--- src/rtl/vga_pkg.sv ---
// Shared 1024x768@60 timing, sync ranges and colour constants.
// Also used by vga_display for the image size.
package vga_pkg;

  localparam int H_ACTIVE = 1024;
  localparam int H_FP     = 24;
  localparam int H_SYNC   = 136;
  localparam int H_BP     = 160;
  localparam int H_TOTAL  = H_ACTIVE + H_FP + H_SYNC + H_BP;

  localparam int V_ACTIVE = 768;
  localparam int V_FP     = 3;
  localparam int V_SYNC   = 6;
  localparam int V_BP     = 29;
  localparam int V_TOTAL  = V_ACTIVE + V_FP + V_SYNC + V_BP;

  localparam int H_SYNC_START = H_ACTIVE + H_FP;
  localparam int H_SYNC_END   = H_SYNC_START + H_SYNC - 1;
  localparam int V_SYNC_START = V_ACTIVE + V_FP;
  localparam int V_SYNC_END   = V_SYNC_START + V_SYNC - 1;

  localparam int IMG_WIDTH  = H_ACTIVE;
  localparam int IMG_HEIGHT = V_ACTIVE;

  localparam logic        SYNC_POL    = 1'b0;
  localparam logic [11:0] GROUND_H    = 12'd64;
  localparam logic [11:0] SKY_RGB     = 12'h4CF;
  localparam logic [11:0] GND_RGB_A   = 12'hDB6;
  localparam logic [11:0] GND_RGB_B   = 12'hB94;
  localparam logic [9:0]  SCROLL_STEP = 10'd2;

  function automatic logic in_rng(
    input logic [10:0] c,
    input logic [10:0] lo,
    input logic [10:0] hi
  );
    return (c >= lo) && (c <= hi);
  endfunction

endpackage

--- src/rtl/vga_raster_cnt.sv ---
// Free-running h/v raster counters with end-of-line and
// end-of-frame strobes (active region counted first).
module vga_raster_cnt #(
  parameter int H_TOTAL = vga_pkg::H_TOTAL,
  parameter int V_TOTAL = vga_pkg::V_TOTAL
) (
  input  logic        vga_clk,
  input  logic        rstn,
  output logic [10:0] h_cnt,
  output logic [9:0]  v_cnt,
  output logic        eol,
  output logic        eof
);

  localparam logic [10:0] H_LAST = 11'(H_TOTAL - 1);
  localparam logic [9:0]  V_LAST = 10'(V_TOTAL - 1);

  assign eol = (h_cnt == H_LAST);
  assign eof = eol && (v_cnt == V_LAST);

  always_ff @(posedge vga_clk or negedge rstn) begin
    if (!rstn) begin
      h_cnt <= '0;
      v_cnt <= '0;
    end else begin
      h_cnt <= eol ? '0 : h_cnt + 11'd1;
      if (eol)
        v_cnt <= eof ? '0 : v_cnt + 10'd1;
    end
  end

endmodule

--- src/rtl/vga_timing_gen.sv ---
// Raster timing plus sky/scrolling-ground background.
// All outputs registered one stage after the counters.
module vga_timing_gen #(
  parameter int          H_ACTIVE    = vga_pkg::H_ACTIVE,
  parameter int          H_FP        = vga_pkg::H_FP,
  parameter int          H_SYNC      = vga_pkg::H_SYNC,
  parameter int          H_BP        = vga_pkg::H_BP,
  parameter int          V_ACTIVE    = vga_pkg::V_ACTIVE,
  parameter int          V_FP        = vga_pkg::V_FP,
  parameter int          V_SYNC      = vga_pkg::V_SYNC,
  parameter int          V_BP        = vga_pkg::V_BP,
  parameter logic        SYNC_POL    = vga_pkg::SYNC_POL,
  parameter logic [11:0] GROUND_H    = vga_pkg::GROUND_H,
  parameter logic [11:0] SKY_RGB     = vga_pkg::SKY_RGB,
  parameter logic [11:0] GND_RGB_A   = vga_pkg::GND_RGB_A,
  parameter logic [11:0] GND_RGB_B   = vga_pkg::GND_RGB_B,
  parameter logic [9:0]  SCROLL_STEP = vga_pkg::SCROLL_STEP
) (
  input  logic        vga_clk,
  input  logic        rstn,
  input  logic        scroll_en,
  output logic        hs,
  output logic        vs,
  output logic        de,
  output logic [11:0] pix_x,
  output logic [11:0] pix_y,
  output logic [11:0] rgb,
  output logic        frame_start
);

  import vga_pkg::*;

  localparam int H_TOT = H_ACTIVE + H_FP + H_SYNC + H_BP;
  localparam int V_TOT = V_ACTIVE + V_FP + V_SYNC + V_BP;

  localparam logic [10:0] HA  = 11'(H_ACTIVE);
  localparam logic [10:0] HSS = 11'(H_ACTIVE + H_FP);
  localparam logic [10:0] HSE = 11'(H_ACTIVE + H_FP + H_SYNC - 1);
  localparam logic [10:0] VA  = 11'(V_ACTIVE);
  localparam logic [10:0] VSS = 11'(V_ACTIVE + V_FP);
  localparam logic [10:0] VSE = 11'(V_ACTIVE + V_FP + V_SYNC - 1);
  localparam logic [10:0] VG  = 11'(V_ACTIVE - int'(GROUND_H));

  logic [10:0] h_cnt;
  logic [9:0]  v_cnt;
  logic [10:0] v_ext;
  logic        eol;
  logic        eof;
  logic [9:0]  scroll_off;

  logic        de_c;
  logic        gnd_c;
  logic        hs_c;
  logic        vs_c;
  logic        fs_c;
  logic [9:0]  stripe;
  logic [11:0] rgb_c;
  logic [11:0] px_c;
  logic [11:0] py_c;

  vga_raster_cnt #(
    .H_TOTAL (H_TOT),
    .V_TOTAL (V_TOT)
  ) u_cnt (
    .vga_clk (vga_clk),
    .rstn    (rstn),
    .h_cnt   (h_cnt),
    .v_cnt   (v_cnt),
    .eol     (eol),
    .eof     (eof)
  );

  assign v_ext = {1'b0, v_cnt};

  always_comb begin
    de_c   = (h_cnt < HA) && (v_ext < VA);
    gnd_c  = (v_ext >= VG);
    hs_c   = in_rng(h_cnt, HSS, HSE) ? SYNC_POL : ~SYNC_POL;
    vs_c   = in_rng(v_ext, VSS, VSE) ? SYNC_POL : ~SYNC_POL;
    fs_c   = de_c && (h_cnt == '0) && (v_cnt == '0);
    stripe = h_cnt[9:0] + scroll_off;
    px_c   = de_c ? {1'b0, h_cnt} : 12'hFFF;
    py_c   = de_c ? {2'b0, v_cnt} : 12'hFFF;
    rgb_c  = '0;
    unique case (1'b1)
      !de_c:          rgb_c = '0;
      de_c && gnd_c:  rgb_c = stripe[4] ? GND_RGB_B : GND_RGB_A;
      de_c && !gnd_c: rgb_c = SKY_RGB;
      default:        rgb_c = '0;
    endcase
  end

  // Only moves at the frame boundary so stripes never tear.
  always_ff @(posedge vga_clk or negedge rstn) begin
    if (!rstn)
      scroll_off <= '0;
    else if (eol && eof && scroll_en)
      scroll_off <= scroll_off + SCROLL_STEP;
  end

  always_ff @(posedge vga_clk or negedge rstn) begin
    if (!rstn) begin
      hs          <= ~SYNC_POL;
      vs          <= ~SYNC_POL;
      de          <= 1'b0;
      pix_x       <= 12'hFFF;
      pix_y       <= 12'hFFF;
      rgb         <= '0;
      frame_start <= 1'b0;
    end else begin
      hs          <= hs_c;
      vs          <= vs_c;
      de          <= de_c;
      pix_x       <= px_c;
      pix_y       <= py_c;
      rgb         <= rgb_c;
      frame_start <= fs_c;
    end
  end

endmodule

--- config.mk ---
export PLATFORM = sky130hd
export DESIGN_NAME = vga_timing_gen
export DESIGN_NICKNAME = d
export VERILOG_FILES = /design/src/rtl/vga_pkg.sv /design/src/rtl/vga_raster_cnt.sv /design/src/rtl/vga_timing_gen.sv
export SDC_FILE = /design/constraint.sdc
export NUM_CORES = 1
export LEC_CHECK = 0
export ABC_AREA = 1
export CELL_PAD_IN_SITES_DETAIL_PLACEMENT = 0
export CELL_PAD_IN_SITES_GLOBAL_PLACEMENT = 1
export CORE_AREA = 10 10 93 95
export DETAILED_ROUTE_END_ITERATION = 10
export DIE_AREA = 0 0 103 105
export GPL_TIMING_DRIVEN = 0
export PLACE_DENSITY = 0.84
export SYNTH_ARGS = -nofsm -noshare
export SYNTH_HDL_FRONTEND = slang
export SYNTH_SLANG_ARGS = --single-unit
--- constraint.sdc ---
create_clock -name vga_clk -period 1.5 [get_ports vga_clk]
set_clock_uncertainty 0.05 [all_clocks]
set_input_delay 0.3 -clock vga_clk [delete_from_list [all_inputs] [get_ports vga_clk]]
set_output_delay 0.3 -clock vga_clk [all_outputs]
set_load 0.02 [all_outputs]
## Yosys cells after proc, flatten, opt, wreduce, memory -nomap -nowiden

Cells that the tools add are included.

| word-level totals | value |
|---|---|
| flip-flop bits (word level) | 71 |
| output and inout port bits | 40 |
| input port bits | 3 |

| cells by class | value |
|---|---|
| magnitude comparators | 7 |
| equality and inequality tests | 2 |
| muxes and demuxes | 8 |
| add/sub/neg operators | 4 |
| reductions and logical operators | 13 |

Operators by type and width:

| cell | count |
|---|---|
| 2-to-1 mux 12 bit | 2 |
| one-hot mux 12 bit (2 select lines) | 1 |
| 2-to-1 mux 11 bit | 2 |
| greater-or-equal comparator 10 bit (second input constant) | 2 |
| adder 11 x 1 -> 11 bit (second input constant) | 1 |
| == test 11 bit (second input constant) | 1 |
| greater-or-equal comparator 11 bit (second input constant) | 1 |
| less-or-equal comparator 11 bit (second input constant) | 1 |
| logical NOT 11 bit | 1 |
| < comparator 11 bit (second input constant) | 1 |
| adder 10 x 1 -> 10 bit (second input constant) | 1 |
| adder 10 x 2 -> 10 bit (second input constant) | 1 |
| == test 10 bit (second input constant) | 1 |
| less-or-equal comparator 10 bit (second input constant) | 1 |
| logical AND 1 bit | 10 |
| logical NOT 10 bit | 1 |
| < comparator 10 bit (second input constant) | 1 |
| 2-to-1 mux 10 bit | 1 |
| adder 5 bit | 1 |
| 2-to-1 mux 1 bit | 2 |
| logical NOT 1 bit | 1 |

## Logic depth before layout (Yosys ltp)

Gate-level depths: netlist of the first run.

| logic depth | value |
|---|---|
| word-level depth | 4 |
| depth in mapped cells | 9 |

## Hierarchy

A second synthesis of the first run with hierarchy kept.

| second synthesis, totals | value |
|---|---|
| cell total of the unflattened synthesis | 293 |
| area, all modules | 2688.8 sq um |

Modules (own cells, without submodules):

| module | area an instance (sq um) | instances | cells each |
|---|---|---|---|
| vga_timing_gen | 1483.9 | 1 | 142 |
| vga_raster_cnt | 1204.9 | 1 | 151 |

## Worst setup path after synthesis of the first run

OpenSTA, ideal clock, no wires.

| timing | value |
|---|---|
| kind | reg2reg |
| start point | register u_cnt.h_cnt[0] |
| end point | register scroll_off[1] |
| arrival time | 1244 ps |
| clock period less this slack | 1410 ps |
| library setup time | 117 ps |
| cell stages (with the launch flop) | 9 |
| buffers on the path | 0 |
| path slack | 90 ps |
| cells stage by stage | dfrtp_1 > ha_1 > nand3_4 > nor2_4 > nand3_4 > nor2_4 > nand2_1 > nand2_1 > nand2_1 |

| on the way | value |
|---|---|
| word-level cells in the longest chain between the ends | 4 |

RTL lines:

| what | line | RTL |
|---|---|---|
| start, declared | vga_raster_cnt.sv:9 | `output logic [10:0] h_cnt,` |
| start signal, assigned | vga_raster_cnt.sv:26 | `h_cnt <= eol ? '0 : h_cnt + 11'd1;` |
| == test 11 bit * | vga_raster_cnt.sv:18 | `assign eol = (h_cnt == H_LAST);` |
| logical AND 1 bit | vga_raster_cnt.sv:19 | `assign eof = eol && (v_cnt == V_LAST);` |
| logical AND 1 bit * (2 in series) | vga_timing_gen.sv:97 | `else if (eol && eof && scroll_en)` |
| end signal, assigned | vga_timing_gen.sv:98 | `scroll_off <= scroll_off + SCROLL_STEP;` |
| end, declared | vga_timing_gen.sv:49 | `logic [9:0] scroll_off;` |

Mark *: on every way between the ends. The rest lies on a longest branch, timed or not.
A chain may end at the register's enable or synchronous reset.

## Final worst setup path of the first run

| timing | value |
|---|---|
| start point | register u_cnt.v_cnt[0] |
| end point | register scroll_off[3] |

| on the way | value |
|---|---|
| word-level cells in the longest chain between the ends | 4 |

RTL lines:

| what | line | RTL |
|---|---|---|
| start, declared | vga_raster_cnt.sv:10 | `output logic [9:0] v_cnt,` |
| start signal, assigned | vga_raster_cnt.sv:28 | `v_cnt <= eof ? '0 : v_cnt + 10'd1;` |
| == test 10 bit | vga_raster_cnt.sv:19 |  |
| logical AND 1 bit | vga_raster_cnt.sv:19 |  |
| logical AND 1 bit (2 in series) | vga_timing_gen.sv:97 |  |

Every way passes these cells.

==> results_dict.tcl, run 1 <==
set metrics [dict create \
    drive_gt1_frac 0.421 \
    dieArea_um2 10800 \
    grt-ovfl-total 0 \
    cts_tree "yes" \
    rsz0062_at_grt "yes" \
    cts_buffer_depth 2 \
    syn_to_final_growth_pct 32.3 \
    hold_viol 0 \
    wl_per_cell_um 14.0 \
    clock_latency_ps 310 \
    r2r-end "scroll_off[3]" \
    yosys_register_bits 55 \
    netlist.top_cell.by_area "dfrtp_1" \
    start_kind "flop" \
    fp.dieW_um 103 \
    rrSetupSlack_ps 10 \
    drcViolationCount 0 \
    cts-root-buf "clkbuf_8" \
    p_total_w 0.00257 \
    cts.clk_slew.worst_paths_ps 100 \
    cts.sinks 55 \
    cp-startpoint "u_cnt.v_cnt[0]" \
    cts.htree.levels 2 \
    min_period_ps 1490 \
    r2r_start "u_cnt.v_cnt[0]" \
    core_area_um2 6760 \
    arrival_ps 1660 \
    synth_top_area_share 0.299 \
    final_cell_mix "nand2_1 (65), buf_4 (38), dfrtp_1 (28)" \
    placed_cell_area_um2 3210 \
    port_buffers 42 \
    grt_pass1_wl_mm 9.56 \
    fmax_mhz 672 \
    worst_slew_pin_slew_ps 561 \
    fin_ws_ps 11.0 \
    hp-class "input port to async pin" \
    initial_core_util 0.396 \
    syn_nets 302 \
    yosys_warnings 0 \
    drtPass1Iterations 4 \
    ys_async_sr_fraction 1.00 \
    grt_antenna_before_repair 0 \
    cts_made_buffers 5 \
    critPathKind "flop to flop" \
    grt_max_degree 33 \
    wl_mm 6.23 \
    ys.flop_type "dfrtp_1" \
    pre_cts_ws_ps -134 \
    maxCapViolations 0 \
    synth_cells 291 \
    path_max_fanout 8 \
    ys_types 32 \
    grt_pass1_vias 2019 \
    outcome "finished clean" \
    num_rows 30 \
    nNetsFinal 376 \
    hpwl_mm 4.27 \
    avgSynthCellArea_um2 9.20 \
    fin_hold_ws_ps 451 \
    setup_viol 0 \
    vias 2161 \
    period_share 0.993 \
    drt_iter0_drc 67 \
    max-slew-margin-rel 0.626 \
    grt_usage 0.108 \
    drt-vias-per-instance 4.85 \
    p_leak_nw 1.86 \
    ant_nets 0 \
    rr_worst_depth 8 \
    drv_slew 0 \
    design_area_um2 3540 \
    die_h_um 105 \
    ys_seq_area_frac 0.525 \
    power_density_nw_per_um2 725 \
    synth_edf_count 0 \
    irDropWorstVdd_mv 0.894 \
    synth_area_um2 2680 \
    ys_top_cells_by_area "dfrtp_1 (30%), dfstp_2 (23%), nand2_1 (10%)" \
    endpoint "scroll_off[3]" \
    worstPathRequired_ps 1670 \
    crit_path_end_kind "flop" \
    nFillCells 632 \
    io-pin-count 43 \
    final_common_cell "nand2_1" \
    diodes 0 \
    place.gp.congestion 0.788 \
]
layout make-up:
cell class / instances / area (um^2) / area share
clock buffers: 6 / 82.6 / 0.0233
well taps: 80 / 100 / 0.0283
inverters: 39 / 151 / 0.0427
clock inverters: 2 / 35.0 / 0.00989
flip-flops and latches: 55 / 1410 / 0.398
multi-input cells: 182 / 1150 / 0.324
repair buffers: 67 / 498 / 0.141
plain buffers: 15 / 118 / 0.0332
what timing repair did:
action,CTS,global route
setup endpoints to repair,64,58
hold buffers,1,0
endpoints found under the hold margin,13,0
gates resized for setup,94,57
pin swaps,3,17
buffers inserted,6,17
worst min-delay path by stage:
| stage | start | endpoint | slack [ps] | depth (start not counted) |
|---|---|---|---|---|
| floorplan | rstn | frame_start | -50 | 0 |
| global placement | u_cnt.h_cnt[0] | u_cnt.h_cnt[0] | 420 | 1 |
| detailed placement | rstn | u_cnt.h_cnt[7] | 270 | 1 |
| CTS | rstn | u_cnt.h_cnt[7] | 470 | 2 |
| global route | rstn | u_cnt.h_cnt[7] | 480 | 2 |
| finish | rstn | u_cnt.h_cnt[7] | 450 | 2 |
cells by family (layout without fill, tap and decap cells):
| group | after synthesis | in the layout | share of synthesized area |
|---|---|---|---|
| and+or+nand+nor | 143 | 143 | 0.266 |
| DFF | 55 | 55 | 0.525 |
| buffers and inverters | 54 | 129 | 0.0963 |
| AOI/OAI and AO/OA | 21 | 21 | 0.0425 |
| xor gates and xnor gates | 10 | 10 | 0.0327 |
| adders and majority gates | 8 | 8 | 0.0374 |
where the power goes:
group	total (W)	switching [W]	internal, W
Clock	0.00104	0.000499	0.000541
Sequential	0.00149	0	0.00149
Combinational	0.0000417	0.0000316	0.0000102
synth_stat cells (3+ instances only):
cell type,instances
nand2_1,72
dfrtp_1,32
inv_1,28
dfstp_2,23
nor2_1,21
nand3_1,20
buf_4,12
inv_2,10
a21oi_1,8
ha_1,8
xor2_1,8
nand4_1,7
o21ai_1,7
nor3_1,5
nor2_2,3
nor2_4,3
o21ai_0,3
stage by stage:
stage | instances | setup TNS (ps) | utilization
after CTS | 429 | -7.03 | 0.505
after global placement | 413 | -69730 | 0.473
final | 446 | 0 | 0.524
after detailed placement | 414 | -1100 | 0.476
after global routing | 446 | -341 | 0.524
after floorplan | 291 | 0 | -
registers in the layout (all words and copies together), names as in the netlist:
signal       flops
pix_y           11
u_cnt.h_cnt     11
pix_x           10
u_cnt.v_cnt     10
rgb              6
scroll_off       4
frame_start      1
hs               1
vs               1
worst max-delay path, stage by stage, from the launching register on:
cell	delay (ps)
dfrtp_2	520
ha_4	180
inv_4	50
nor2_4	130
nand3b_4	130
nor2_4	160
nand2_2	60
nand2_1	60
nand2_1	40
routing by layer:
metal | up-vias | wire length [um] | global-route usage
met3 | 9 | 426 | 0.0349
met5 | - | 0 | 0
met1 | 1029 | 2770 | 0.138
met4 | 0 | 76 | 0.0308
met2 | 63 | 2960 | 0.170
li1 | 1060 | - | -
Power figures use the tool's default switching activity.
==> inputs of run 2 (changes only) <==
--- a/config.mk
+++ b/config.mk
@@ -6,11 +6,9 @@
 export NUM_CORES = 1
 export LEC_CHECK = 0
 export ABC_AREA = 1
-export CELL_PAD_IN_SITES_DETAIL_PLACEMENT = 0
-export CELL_PAD_IN_SITES_GLOBAL_PLACEMENT = 1
-export CORE_AREA = 10 10 93 95
+export CORE_AREA = 10 10 83 85
 export DETAILED_ROUTE_END_ITERATION = 10
-export DIE_AREA = 0 0 103 105
+export DIE_AREA = 0 0 93 95
 export GPL_TIMING_DRIVEN = 0
 export PLACE_DENSITY = 0.84
 export SYNTH_ARGS = -nofsm -noshare
==> results_dict.tcl, run 2 (synthesized netlist as in run 1, its figures left out) <==
set metrics [dict create \
    cts_buffer_depth 2 \
    irDropWorstVdd_mv 0.352 \
    cp-startpoint "u_cnt.v_cnt[3]" \
    path_max_fanout 7 \
    setup_viol 3 \
    final_common_cell "nand2_1" \
    fp.dieW_um 93 \
    core_area_um2 5340 \
    period_share 1.03 \
    dieArea_um2 8840 \
    hold_viol 0 \
    instances_no_fill 443 \
    fin_hold_ws_ps 408 \
    rsz0062_at_grt "yes" \
    outcome "finished with violations" \
    top_regs "pix_y: 11 flops, u_cnt.h_cnt: 11 flops" \
    failed_checks "negative setup slack" \
    vias 2351 \
    nNetsFinal 381 \
    drt-vias-per-instance 5.31 \
    cts.sinks 55 \
    grt-ovfl-total 0 \
    arrival_ps 1710 \
    ant_nets 0 \
    drive_gt1_frac 0.404 \
    setup_tns_ps -118 \
    wl_mm 7.22 \
    worstPathRequired_ps 1670 \
    place.gp.congestion 0.861 \
    clockPowerShare 0.348 \
    drtPass1Iterations 8 \
    maxCapViolations 0 \
    drt_iter0_drc 302 \
    cts.htree.levels 2 \
    grt_max_degree 38 \
    combPwrFrac 0.017 \
    nFillCells 392 \
    switchingPower_w 0.000515 \
    worst_slew_pin_slew_ps 546 \
    rrSetupSlack_ps -40 \
    syn_to_final_growth_pct 32.4 \
    initial_core_util 0.502 \
    min_period_ps 1540 \
    num_rows 27 \
    grt_antenna_before_repair 0 \
    grt_pass1_vias 2021 \
    design_area_um2 3540 \
    swShare 0.220 \
    drv_slew 0 \
    max-slew-margin-rel 0.632 \
    port_buffers 42 \
    cts_made_buffers 5 \
    grt_pass1_wl_mm 9.93 \
    cts_tree "yes" \
    internal-power_w 0.00182 \
    p_leak_nw 1.87 \
    placedCellCount 406 \
    start_kind "flop" \
    pwr-share-seq 0.635 \
    final_cell_mix "nand2_1 (66), buf_4 (38), dfrtp_1 (29)" \
    fmax_mhz 648 \
    die_h_um 95 \
    cts.clk_slew.worst_paths_ps 100 \
    diodes 0 \
    crit_path_end_kind "flop" \
    wl_per_cell_um 16.3 \
    critPathKind "flop to flop" \
    hpwl_mm 4.29 \
    power_density_nw_per_um2 660 \
    drcViolationCount 0 \
    hp-class "input port to async pin" \
    fin_ws_ps -42.4 \
    placed_cell_area_um2 3200 \
    cts-root-buf "clkbuf_8" \
    clock_latency_ps 310 \
    grt_usage 0.139 \
    r2r_start "u_cnt.v_cnt[3]" \
    io-pin-count 43 \
]
[run 2: layout make-up]
type                            count  area (um^2)  area share
Buffer                             15          119      0.0335
Clock buffer                        6         72.6      0.0205
Clock inverter                      2         12.5     0.00353
Inverter                           39          151      0.0427
Multi-Input combinational cell    182         1120       0.315
Sequential cell                    55         1410       0.397
Tap cell                           72         90.1      0.0254
Timing Repair Buffer               72          574       0.162
[run 2: repair_timing]
action,in CTS,in global routing
hold buffers,1,0
pin swaps,2,18
setup endpoints to repair,56,57
setup buffers,5,22
gates resized for setup,91,51
hold endpoints to repair,11,0
gates cloned,0,1
[run 2: path summary, 6_finish.rpt]
kind | endpoint | cells past startpoint
min in group vga_clk | pix_x[7] | 2
hold / removal | u_cnt.h_cnt[7] | 2
max in group asynchronous | pix_y[1] | 3
hold reg to reg | pix_x[7] | 2
setup / recovery | scroll_off[1] | 9
setup reg to reg | scroll_off[1] | 9
[run 2: power groups by stage]
stage	clock network [W]	logic (W)	registers [W]
floorplan	0	0.0000000414	0.00151
global placement	0	0.0000345	0.00151
detailed placement	0	0.0000401	0.00151
CTS	0.000815	0.0000421	0.00149
global route	0.000864	0.0000464	0.00149
finish	0.000813	0.0000401	0.00149
[run 2: worst max-delay path: stages (launching register included)]
cell and delay, ps:
dfrtp_1 390, buf_4 170, inv_2 70, nand2_2 80, nor2_1 190, nand3_2 170, nor2_4 150, nand2_2 70
nand2_1 60, nand2_1 50
[run 2: per-stage QoR]
stage / setup slack, ps / total power (W) / util
floorplan: 89.6 / 0.00151 / -
global placement: -1420 / 0.00155 / 0.597
detailed placement: -146 / 0.00155 / 0.600
CTS: 1.98 / 0.00234 / 0.631
global route: -96.6 / 0.00240 / 0.664
finish: -42.4 / 0.00234 / 0.664
[run 2: per-layer routing]
metal,up-vias,GRT usage,wire [um],part of all wire
met1,1123,0.160,2680,0.37
met2,127,0.249,3770,0.52
met5,-,0,0,0
met4,0,0.0527,259,0.036
li1,1069,-,-,-
met3,32,0.0301,522,0.072
==> RTL edit, RTL diff (flow settings as in run 2) <==
Set the package constant `SYNC_POL` to 1'b1 (it was 1'b0).
--- a/src/rtl/vga_pkg.sv
+++ b/src/rtl/vga_pkg.sv
@@ -22,7 +22,7 @@
   localparam int IMG_WIDTH  = H_ACTIVE;
   localparam int IMG_HEIGHT = V_ACTIVE;
 
-  localparam logic        SYNC_POL    = 1'b0;
+  localparam logic        SYNC_POL    = 1'b1;
   localparam logic [11:0] GROUND_H    = 12'd64;
   localparam logic [11:0] SKY_RGB     = 12'h4CF;
   localparam logic [11:0] GND_RGB_A   = 12'hDB6;
Behaviour: not the same (Yosys sat finds a counterexample within 4 cycles, from zero or initial values and one cycle with rstn low).
==> RTL edit against run 2 <==
The flow still finishes with violations (negative setup slack); sequential share of layout area shrank 0.18 points; synthesized area shrank 2.4%; die area is the same; routed wire length grew 9.9%; via count grew 3.0%; setup slack lost 0.064 ns; largest power group unchanged; critical path type unchanged; sequential cell count is the same; cell count shrank 2.3%; non-clock buffer count shrank 7; total power grew 5.3%; largest cell class unchanged; final area grew 0.28%.
==> RTL edit: results <==
group,metric,value,unit
min_path,hold_class,"flop to flop",
sta,final-setup-viol-count,21,
power_and_ir_drop,max-vdd-ir-drop,0.0005585,V
status,status,"finished with violations",
synthesis,synth.cells.most_frequent,"nand2_1, inv_1, dfrtp_1, nand3_1, dfstp_2",
routing,via_count,2421,
critical_path,critPathArrivalTime,1.81,ns
synthesis,ys_seq_area_share,53.66,%
routing,dr.first_iter.drc_count,332,
power_and_ir_drop,switchingPower,0.4676,mW
sta,tightest_slew,0.6447,ns
routing,wirelength,7941,µm
synthesis,synthesis.nets,297,
placed_design,pre_cts_ws,-0.1678,ns
status,violations,"negative setup slack",
final_layout,fin_nets,371,
synthesis,synth.area.top_cells,"dfrtp_1, dfstp_2, nand2_1",
final_layout,fillCellCount,394,
power_and_ir_drop,p_leak,1.843,nW
sta,setup_ws,-0.1062,ns
placed_design,place_congestion,0.8396,
final_layout,drive_gt1_share,39.61,%
placed_design,place_hpwl,4187,µm
critical_path,reg2regPathDepth,6,
critical_path,path_max_fanout,5,
[RTL edit: cell families (layout without fill, tap and decap cells)]
logic type,after synthesis,count (layout),share of synthesized area [%]
adder cells (fa/ha/maj),8,8,3.830
AO/OA/AOI/OAI,28,28,5.553
flip-flops,55,55,53.66
AND/OR/NAND/NOR,133,133,24.75
buffers and inverters,55,130,9.861
XOR/XNOR,7,7,2.346
[RTL edit: path summary, 6_finish.rpt]
check | endpoint | slack (ns)
worst max-delay path | rgb[10] | -0.11
worst min-delay path | hs | 0.47
worst min register to register | hs | 0.47
max in group asynchronous | pix_y[7] | 0.26
worst max register to register | rgb[10] | -0.11
min in group asynchronous | u_cnt.h_cnt[1] | 0.49
[RTL edit: per-stage QoR]
stage	area [µm²]	TNS [ns]	cells
2_1_floorplan	2614	0	286
3_3_place_gp	3124	-68.31	400
3_5_place_dp	3139	-1.954	401
4_1_cts	3334	0	419
5_1_grt	3555	-2.870	433
6_report	3555	-0.9421	433
[RTL edit: power by group through the flow]
stage                     Clock (mW)  Sequential (mW)  Combinational, mW
after floorplan                    0             1.51          0.0000423
after global placement             0             1.51             0.0343
after detailed placement           0             1.51             0.0399
after CTS                      0.953             1.48             0.0418
after global routing            1.01             1.48             0.0470
final                          0.937             1.48             0.0408
[RTL edit: final cells by class]
cell class                 instances  share of cell area (%)
timing repair buffer              68                   15.31
inverter                          42                   4.646
buffer                            12                   2.746
sequential                        55                   39.56
clock inverter                     1                  0.8448
multi-input combinational        176                   32.21
clock buffer                       7                   2.147
tap                               72                   2.534
[RTL edit: what timing repair did]
item,in CTS,in global routing
cloned,0,1
gates resized for setup,79,87
endpoints found under the setup margin,66,68
endpoints found under the hold margin,20,0
pin swaps,4,20
setup buffers,10,13
hold buffers,1,0
[RTL edit: per-layer routing]
metal / track usage, % / wire length (µm) / up-vias
met5: 0 / 0 / -
met1: 15.54 / 2688 / 1138
met4: 8.226 / 477 / 0
li1: - / - / 1042
met2: 23.95 / 4005 / 189
met3: 4.282 / 771 / 52
[RTL edit: critical path: stages, from the launching register on]
cell     delay, ns
dfrtp_1       0.47
inv_1         0.12
o21ai_0       0.43
nand2_1       0.19
inv_1         0.12
nand2_1       0.09
nand2_1       0.08
